<file path="src/rtl/adc128s_serf.sv">
// adc128s_serf: SPI responder modelling the 8-channel 12-bit ADC128S; answers each frame with the channel named in the previous good frame.
// Ports: clk/rst_n (async active-low) system clock and reset; SS_n/SCLK/MOSI SPI inputs (SCLK idles high);
// MISO SPI response; ch_data flat per-channel samples; chnnl last good channel address;
// frame_done/frame_err one-clk status pulses; frame_cnt saturating count of good frames.
module adc128s_serf #(
    parameter int DATA_W  = 12,
    parameter int FRAME_W = 16,
    parameter int SYNC_N  = 2
) (
    input  logic                clk,
    input  logic                rst_n,
    input  logic                SS_n,
    input  logic                SCLK,
    input  logic                MOSI,
    output logic                MISO,
    input  logic [8*DATA_W-1:0] ch_data,
    output logic [2:0]          chnnl,
    output logic                frame_done,
    output logic                frame_err,
    output logic [15:0]         frame_cnt
);
    localparam int CW = $clog2(FRAME_W + 2);

    typedef enum logic [1:0] {IDLE, ACTIVE, DONE} state_t;
    state_t state, state_nxt;

    logic [SYNC_N:0]    sclk_s, ss_s;
    logic [SYNC_N-1:0]  mosi_s;
    logic               sclk_rise, sclk_fall, ss_fall, ss_rise;
    logic               fall_pend, first_fall, good, start;
    logic [FRAME_W-1:0] tx_shft, rx_shft;
    logic [CW-1:0]      rise_cnt;

    // SS_n chain resets to "selected" so a select already low at reset release is not
    // mistaken for a fresh fall; the monarch has to re-assert it.
    always_ff @(posedge clk or negedge rst_n)
        if (!rst_n) begin
            sclk_s <= '1;
            ss_s   <= '0;
            mosi_s <= '0;
        end else begin
            sclk_s <= {sclk_s[SYNC_N-1:0], SCLK};
            ss_s   <= {ss_s[SYNC_N-1:0], SS_n};
            mosi_s <= {mosi_s[SYNC_N-2:0], MOSI};
        end

    assign sclk_rise = sclk_s[SYNC_N-1] & ~sclk_s[SYNC_N];
    assign sclk_fall = ~sclk_s[SYNC_N-1] & sclk_s[SYNC_N];
    assign ss_rise   = ss_s[SYNC_N-1] & ~ss_s[SYNC_N];
    assign ss_fall   = ~ss_s[SYNC_N-1] & ss_s[SYNC_N];
    assign good      = rise_cnt == CW'(FRAME_W);
    assign start     = state == IDLE && (ss_fall || fall_pend);
    assign MISO      = state == ACTIVE && !ss_s[SYNC_N-1] && tx_shft[FRAME_W-1];

    always_ff @(posedge clk or negedge rst_n)
        if (!rst_n) state <= IDLE;
        else        state <= state_nxt;

    always_comb begin
        state_nxt  = state;
        frame_done = 1'b0;
        frame_err  = 1'b0;
        case (state)
            IDLE:    state_nxt = start ? ACTIVE : IDLE;
            ACTIVE:  state_nxt = ss_rise ? DONE : ACTIVE;
            DONE: begin
                state_nxt  = IDLE;
                frame_done = good;
                frame_err  = !good || |rx_shft[FRAME_W-1 -: 2] || |rx_shft[FRAME_W-6:0];
            end
            default: state_nxt = IDLE;
        endcase
    end

    always_ff @(posedge clk or negedge rst_n)
        if (!rst_n) begin
            tx_shft    <= '0;
            rx_shft    <= '0;
            rise_cnt   <= '0;
            first_fall <= 1'b0;
            fall_pend  <= 1'b0;
            chnnl      <= '0;
            frame_cnt  <= '0;
        end else begin
            // A select falling during the one-clk DONE state is held for IDLE to pick up.
            fall_pend <= state == DONE && ss_fall;
            if (start) begin
                tx_shft    <= FRAME_W'(ch_data[chnnl*DATA_W +: DATA_W]);
                rise_cnt   <= '0;
                first_fall <= 1'b1;
            end else if (state == ACTIVE && !ss_rise) begin
                if (sclk_rise) begin
                    rx_shft  <= {rx_shft[FRAME_W-2:0], mosi_s[SYNC_N-1]};
                    rise_cnt <= rise_cnt == CW'(FRAME_W + 1) ? rise_cnt : rise_cnt + 1'b1;
                end
                // The first fall only moves SCLK off its idle level; the MSB is already on MISO.
                if (sclk_fall) begin
                    first_fall <= 1'b0;
                    tx_shft    <= first_fall ? tx_shft : tx_shft << 1;
                end
            end
            if (state == DONE && good) begin
                chnnl     <= rx_shft[FRAME_W-3 -: 3];
                frame_cnt <= frame_cnt == 16'hFFFF ? frame_cnt : frame_cnt + 16'd1;
            end
        end
endmodule

</file>
<file path="config.mk">
export PLATFORM = sky130hd
export DESIGN_NAME = adc128s_serf
export DESIGN_NICKNAME = d
export VERILOG_FILES = /design/src/rtl/adc128s_serf.sv
export SDC_FILE = /design/constraint.sdc
export NUM_CORES = 1
export LEC_CHECK = 0
export CAP_MARGIN = 20
export CORE_MARGIN = 2
export CORE_UTILIZATION = 40
export CTS_CLUSTER_SIZE = 20
export DETAILED_ROUTE_END_ITERATION = 6
export PLACE_DENSITY_LB_ADDON = 0.05
export SLEW_MARGIN = 0
export SYNTH_ARGS = -nofsm -noshare
export SYNTH_HDL_FRONTEND = slang
export SYNTH_SLANG_ARGS = --single-unit
export TNS_END_PERCENT = 5
</file>
<file path="constraint.sdc">
create_clock -name clk -period 2.9 [get_ports clk]
set_input_delay 0.87 -clock clk [delete_from_list [all_inputs] [get_ports clk]]
set_output_delay 0.87 -clock clk [all_outputs]
set_load 0.005 [all_outputs]
</file>
### Yosys cells after proc, flatten, opt, wreduce, memory -nomap -nowiden

Index checks and enable logic that the tools add are counted.

| storage, ports and cells | value |
|---|---|
| bits in registers | 68 |
| bits in latches | 0 |
| memory bits (writable) | 0 |
| bits in read-only memories | 0 |
| input port bits | 101 |
| output and inout bits | 22 |
| logic and storage cells | 71 |
| memories | 0 |

| operators by class | value |
|---|---|
| add/subtract/negate cells | 2 |
| multipliers | 1 |
| divide/modulo/power cells | 0 |
| $lt $le $gt $ge | 0 |
| eq/ne operators | 7 |
| shift operators | 1 |
| multiplexer cells | 16 |
| bitwise logic cells | 10 |
| reductions and logical operators | 23 |

Operators by type and width:

| operator | number |
|---|---|
| $shiftx A96 B8 Y12 | 1 |
| $mux W16 | 4 |
| $mux W5 | 4 |
| $add A16 B1 Y16 const B | 1 |
| $eq A16 B16 Y1 const B | 1 |
| $reduce_or A11 Y1 | 1 |
| $eq A5 B5 Y1 const B | 2 |
| $reduce_and A3 Y1 | 3 |
| $logic_and A1 B1 Y1 | 6 |
| $mux W1 | 6 |
| $not A1 Y1 | 6 |
| $reduce_bool A2 Y1 | 3 |
| $add A5 B1 Y5 const B | 1 |
| $mul A3 B2 Y5 const B | 1 |
| $and A1 B1 Y1 | 4 |
| $pmux W2 S2 | 1 |
| $reduce_and A2 Y1 | 2 |
| $logic_not A1 Y1 | 3 |
| $logic_or A1 B1 Y1 | 3 |
| $eq A2 B1 Y1 const B | 1 |
| $eq A2 B2 Y1 const B | 1 |
| $logic_not A2 Y1 | 1 |
| $mux W2 | 1 |
| $ne A2 B1 Y1 const B | 1 |
| other kinds (2) | 2 |

### Longest topological paths before layout

| logic depth | value |
|---|---|
| word-level depth | 6 |
| depth in mapped cells | 8 |
| depth with buffers taken out | 7 |

### Least setup slack after synthesis

No wires, ideal clock.

| path | value |
|---|---|
| kind | register -> output |
| start point | register rise_cnt[0] |
| end point | output port frame_err |
| arrival time | 1.272 ns |
| data required time | 2.030 ns |
| path slack | 0.758 ns |
| stages on the path, launching flop included | 6 |
| path buffers | 0 |
| cell sequence | dfrtp_1 -> inv_1 -> ha_1 -> and4bb_4 -> nand4_1 -> o41a_1 |

| between the ends | value |
|---|---|
| longest elaborated chain between the ends | 5 |

Ends and longest elaborated chain:

| item | RTL line | source |
|---|---|---|
| start, declared | 32 | `logic [CW-1:0] rise_cnt;` |
| start signal, assigned | 94 | `rise_cnt <= rise_cnt == CW'(FRAME_W + 1) ? rise_cnt : rise_cnt + 1'b1;` |
| $eq A5 B5 Y1 | 51 | `assign good = rise_cnt == CW'(FRAME_W);` |
| $logic_not A1 Y1 | 69 | `frame_err = !good \|\| \|rx_shft[FRAME_W-1 -: 2] \|\| \|rx_shft[FRAME_W-6:0];` |
| $logic_or A1 B1 Y1 (2 in series) | 69 |  |
| $mux W1 | 63 | `case (state)` |
| end, declared | 19 | `output logic frame_err,` |

No other way between the ends.

### Worst setup path after layout

| path | value |
|---|---|
| start point | register rise_cnt[1] |
| end point | output port frame_err |

The elaborated chain is that of the path after synthesis.

==> results.sh <==
export IMPL_grt_first_pass_wirelength_um=14900
export IMPL_hold_viol_final=0
export IMPL_fin_setup_tns_ns=0
export IMPL_wirelength_um=9620
export IMPL_pre_cts_slack_ns=0.237
export IMPL_grt_pass1_vias=3018
export IMPL_crit_chain="inv_2 -> ha_1 -> and4bb_4 -> nand4_1 -> o41a_1 -> dlygate4sd2_1"
export IMPL_synth_edff_count=0
export IMPL_finalCritPeriodShare=0.964
export IMPL_synthArstFlopShare=1.00
export IMPL_yosys_top_cells_area="dfrtp_1 (43%), mux2_2 (11%), mux2i_1 (6.1%), xor2_1 (3.3%), a221o_1 (2.9%)"
export IMPL_core_um2=9200
export IMPL_vias=2994
export IMPL_clk_pin_slew_ns=0.08
export IMPL_nNetsFinal=556
export IMPL_drc=0
export IMPL_tightest_slew_ns=0.797
export IMPL_grt_max_degree=69
export IMPL_critical_path_class="flop to output pin"
export IMPL_yosysMostFrequentCell="dfrtp_1"
export IMPL_holdWs_ns=0.353
export IMPL_critPathMaxStageDelay_ns=0.39
export IMPL_die_h_um=101
export IMPL_crit_path_max_fanout=4
export IMPL_synth_common_cells="dfrtp_1 (65), mux2_2 (36), nand2_1 (27), mux2i_1 (23), nor3_1 (16)"
export IMPL_wire_per_inst_um=17.0
export IMPL_syn_nets=431
export IMPL_met3WireLength_um=428
export IMPL_grt_ovfl_total=0
export IMPL_fin_ws_ns=0.104
export IMPL_syn_area_um2=3770
export IMPL_crit_path_end_kind="output pin"
export IMPL_highest_layer="met4"
export IMPL_p_leak_nw=2.24
export IMPL_track_usage=0.189
export IMPL_status="complete, no violations"
export IMPL_dieArea_um2=10200
export IMPL_fmax_ghz=0.358
export IMPL_io_buffers=122
export IMPL_slowest_stage="dfrtp_1"
export IMPL_cts_tree="yes"
export IMPL_globalplace_congestion=0.748
export IMPL_avgSynthCellArea_um2=11.6
export IMPL_crit_required_ns=2.03
export IMPL_ctsHtreeMaxLevel=3
export IMPL_ant_nets=0
export IMPL_synth_warning_count=0
export IMPL_startpoint_type="flop"
export IMPL_cts_sinks=68
export IMPL_finClkSkew_ns=0.00998
export IMPL_rows=35
export IMPL_wl_met2_um=4720
export IMPL_antenna_found_initial=0
export IMPL_synth_ff_type="dfrtp_1"
export IMPL_cts_root_buf="clkbuf_8"
export IMPL_finalCriticalPeriod_ns=2.80
export IMPL_wl_met1_um=4340
export IMPL_slew_violations=0
export IMPL_dpl_hpwl_um=7150
export IMPL_syn_inst=326
export IMPL_drv_cap=0
export IMPL_power_density_nw_per_um2=459
export IMPL_drive_gt1_frac=0.197
export IMPL_ys_types=52
export IMPL_postLayoutCoreUtil=0.578
export IMPL_synth_top_cell_by_area="dfrtp_1"
export IMPL_drt_pre_antenna_iters=4
export IMPL_setup_viol_count_final=0
export IMPL_relSlewSlack=0.468
export IMPL_path_buf_inv=2
export IMPL_clock_path_buffers=2
export IMPL_cp_top_family="simple AND/OR/NAND/NOR gates"
export IMPL_drt_iter0_drc=129
export IMPL_antenna_cells=0
export IMPL_viasPerCell=5.28
export IMPL_synth_top_area_share=0.432
export IMPL_num_io_pins=123
export IMPL_worstPathArrival_ns=1.93
export IMPL_clk_latency_ns=0.35
export IMPL_synth_seq_cells=68
export IMPL_numCtsBuffers=9
export IMPL_die_x_um=101
export IMPL_vdd_drop_max_mv=0.259
export IMPL_seq_area_frac_synth=0.453
export IMPL_hold_class="flop to flop"
export IMPL_syn_to_final_growth_pct=41.1
export IMPL_start_util=0.410
==> state kept, by name, indices dropped and copies added (netlist names) <==
signal	flops
ss_s	3
first_fall	1
frame_cnt	16
fall_pend	1
tx_shft	16
rise_cnt	5
sclk_s	3
rx_shft	16
chnnl	3
mosi_s	2
state	2
==> metal layers <==
metal | vias up | GRT usage
met1 | 1445 | 0.260
li1 | 1467 | -
met5 | - | 0
met4 | 0 | 0.0644
met3 | 11 | 0.0374
met2 | 71 | 0.299
==> where the power goes <==
| group | total, W | internal [W] | switching, W |
|---|---|---|---|
| registers | 0.00119 | 0.00109 | 0.0000968 |
| clock network | 0.000774 | 0.000397 | 0.000376 |
| logic | 0.000474 | 0.000300 | 0.000174 |
==> logic make-up after synthesis <==
kind of cell | count (synthesis) | synth area share
AOI/OAI and AO/OA | 52 | 0.107
xor gates and xnor gates | 15 | 0.0349
adders and majority gates | 4 | 0.0133
buffers and inverters | 23 | 0.0329
DFF | 68 | 0.453
muxes | 64 | 0.190
and+or+nand+nor | 100 | 0.169
==> repair_timing <==
item / CTS / global route
buffers inserted: 3 / 0
hold buffers: 0 / 0
gates resized for setup: 4 / 2
hold endpoints to repair: 0 / 0
setup endpoints to repair: 2 / 1
gates cloned: 0 / 0
==> cells in the final DEF (no fill, tap or decap), drive strengths merged, types with 11 or more instances in the layout <==
| master | netlist | routed |
|---|---|---|
| nor3 | 17 | 17 |
| mux2i | 23 | 23 |
| nand2 | 28 | 28 |
| mux2 | 39 | 39 |
| dfrtp | 65 | 65 |
| xor2 | 14 | 14 |
| a221o | 11 | 11 |
| o22ai | 12 | 12 |
| nor4 | 11 | 11 |
| clkdlybuf4s50 | 0 | 119 |
| a22o | 11 | 11 |
==> path summary, 6_finish.rpt <==
path / slack [ns] / depth (start not counted) / start / end
worst max-delay path: 0.10 / 6 / rise_cnt[1]$_DFFE_PN0P_ / frame_err
worst min-delay path: 0.35 / 0 / ss_s[0]$_DFF_PN0_ / ss_s[1]$_DFF_PN0_
worst max register to register: 0.79 / 6 / frame_cnt[0]$_DFFE_PN0P_ / frame_cnt[1]$_DFFE_PN0P_
worst min register to register: 0.35 / 0 / ss_s[0]$_DFF_PN0_ / ss_s[1]$_DFF_PN0_
max in group asynchronous: 2.04 / 2 / rst_n / chnnl[0]$_DFFE_PN0P_
min in group asynchronous: 0.52 / 2 / rst_n / state[1]$_DFF_PN0_
==> area by class of cell <==
cell class / count / area [µm²]
clock buffers: 10 / 128
clock inverters: 6 / 63.8
fillers: 797 / 3880
inverters: 6 / 22.5
multi-input cells: 235 / 1950
flip-flops and latches: 68 / 1710
well taps: 111 / 139
repair buffers: 131 / 1310
==> per-stage QoR <==
stage,instance area (µm²),std cells,total power (W)
finish,5320,567,0.00244
global route,5320,567,0.00257
CTS,5300,567,0.00246
detailed placement,5090,548,0.00167
global placement,5090,548,0.00165
floorplan,3770,326,0.00143
(Power assumes the default switching activity.)
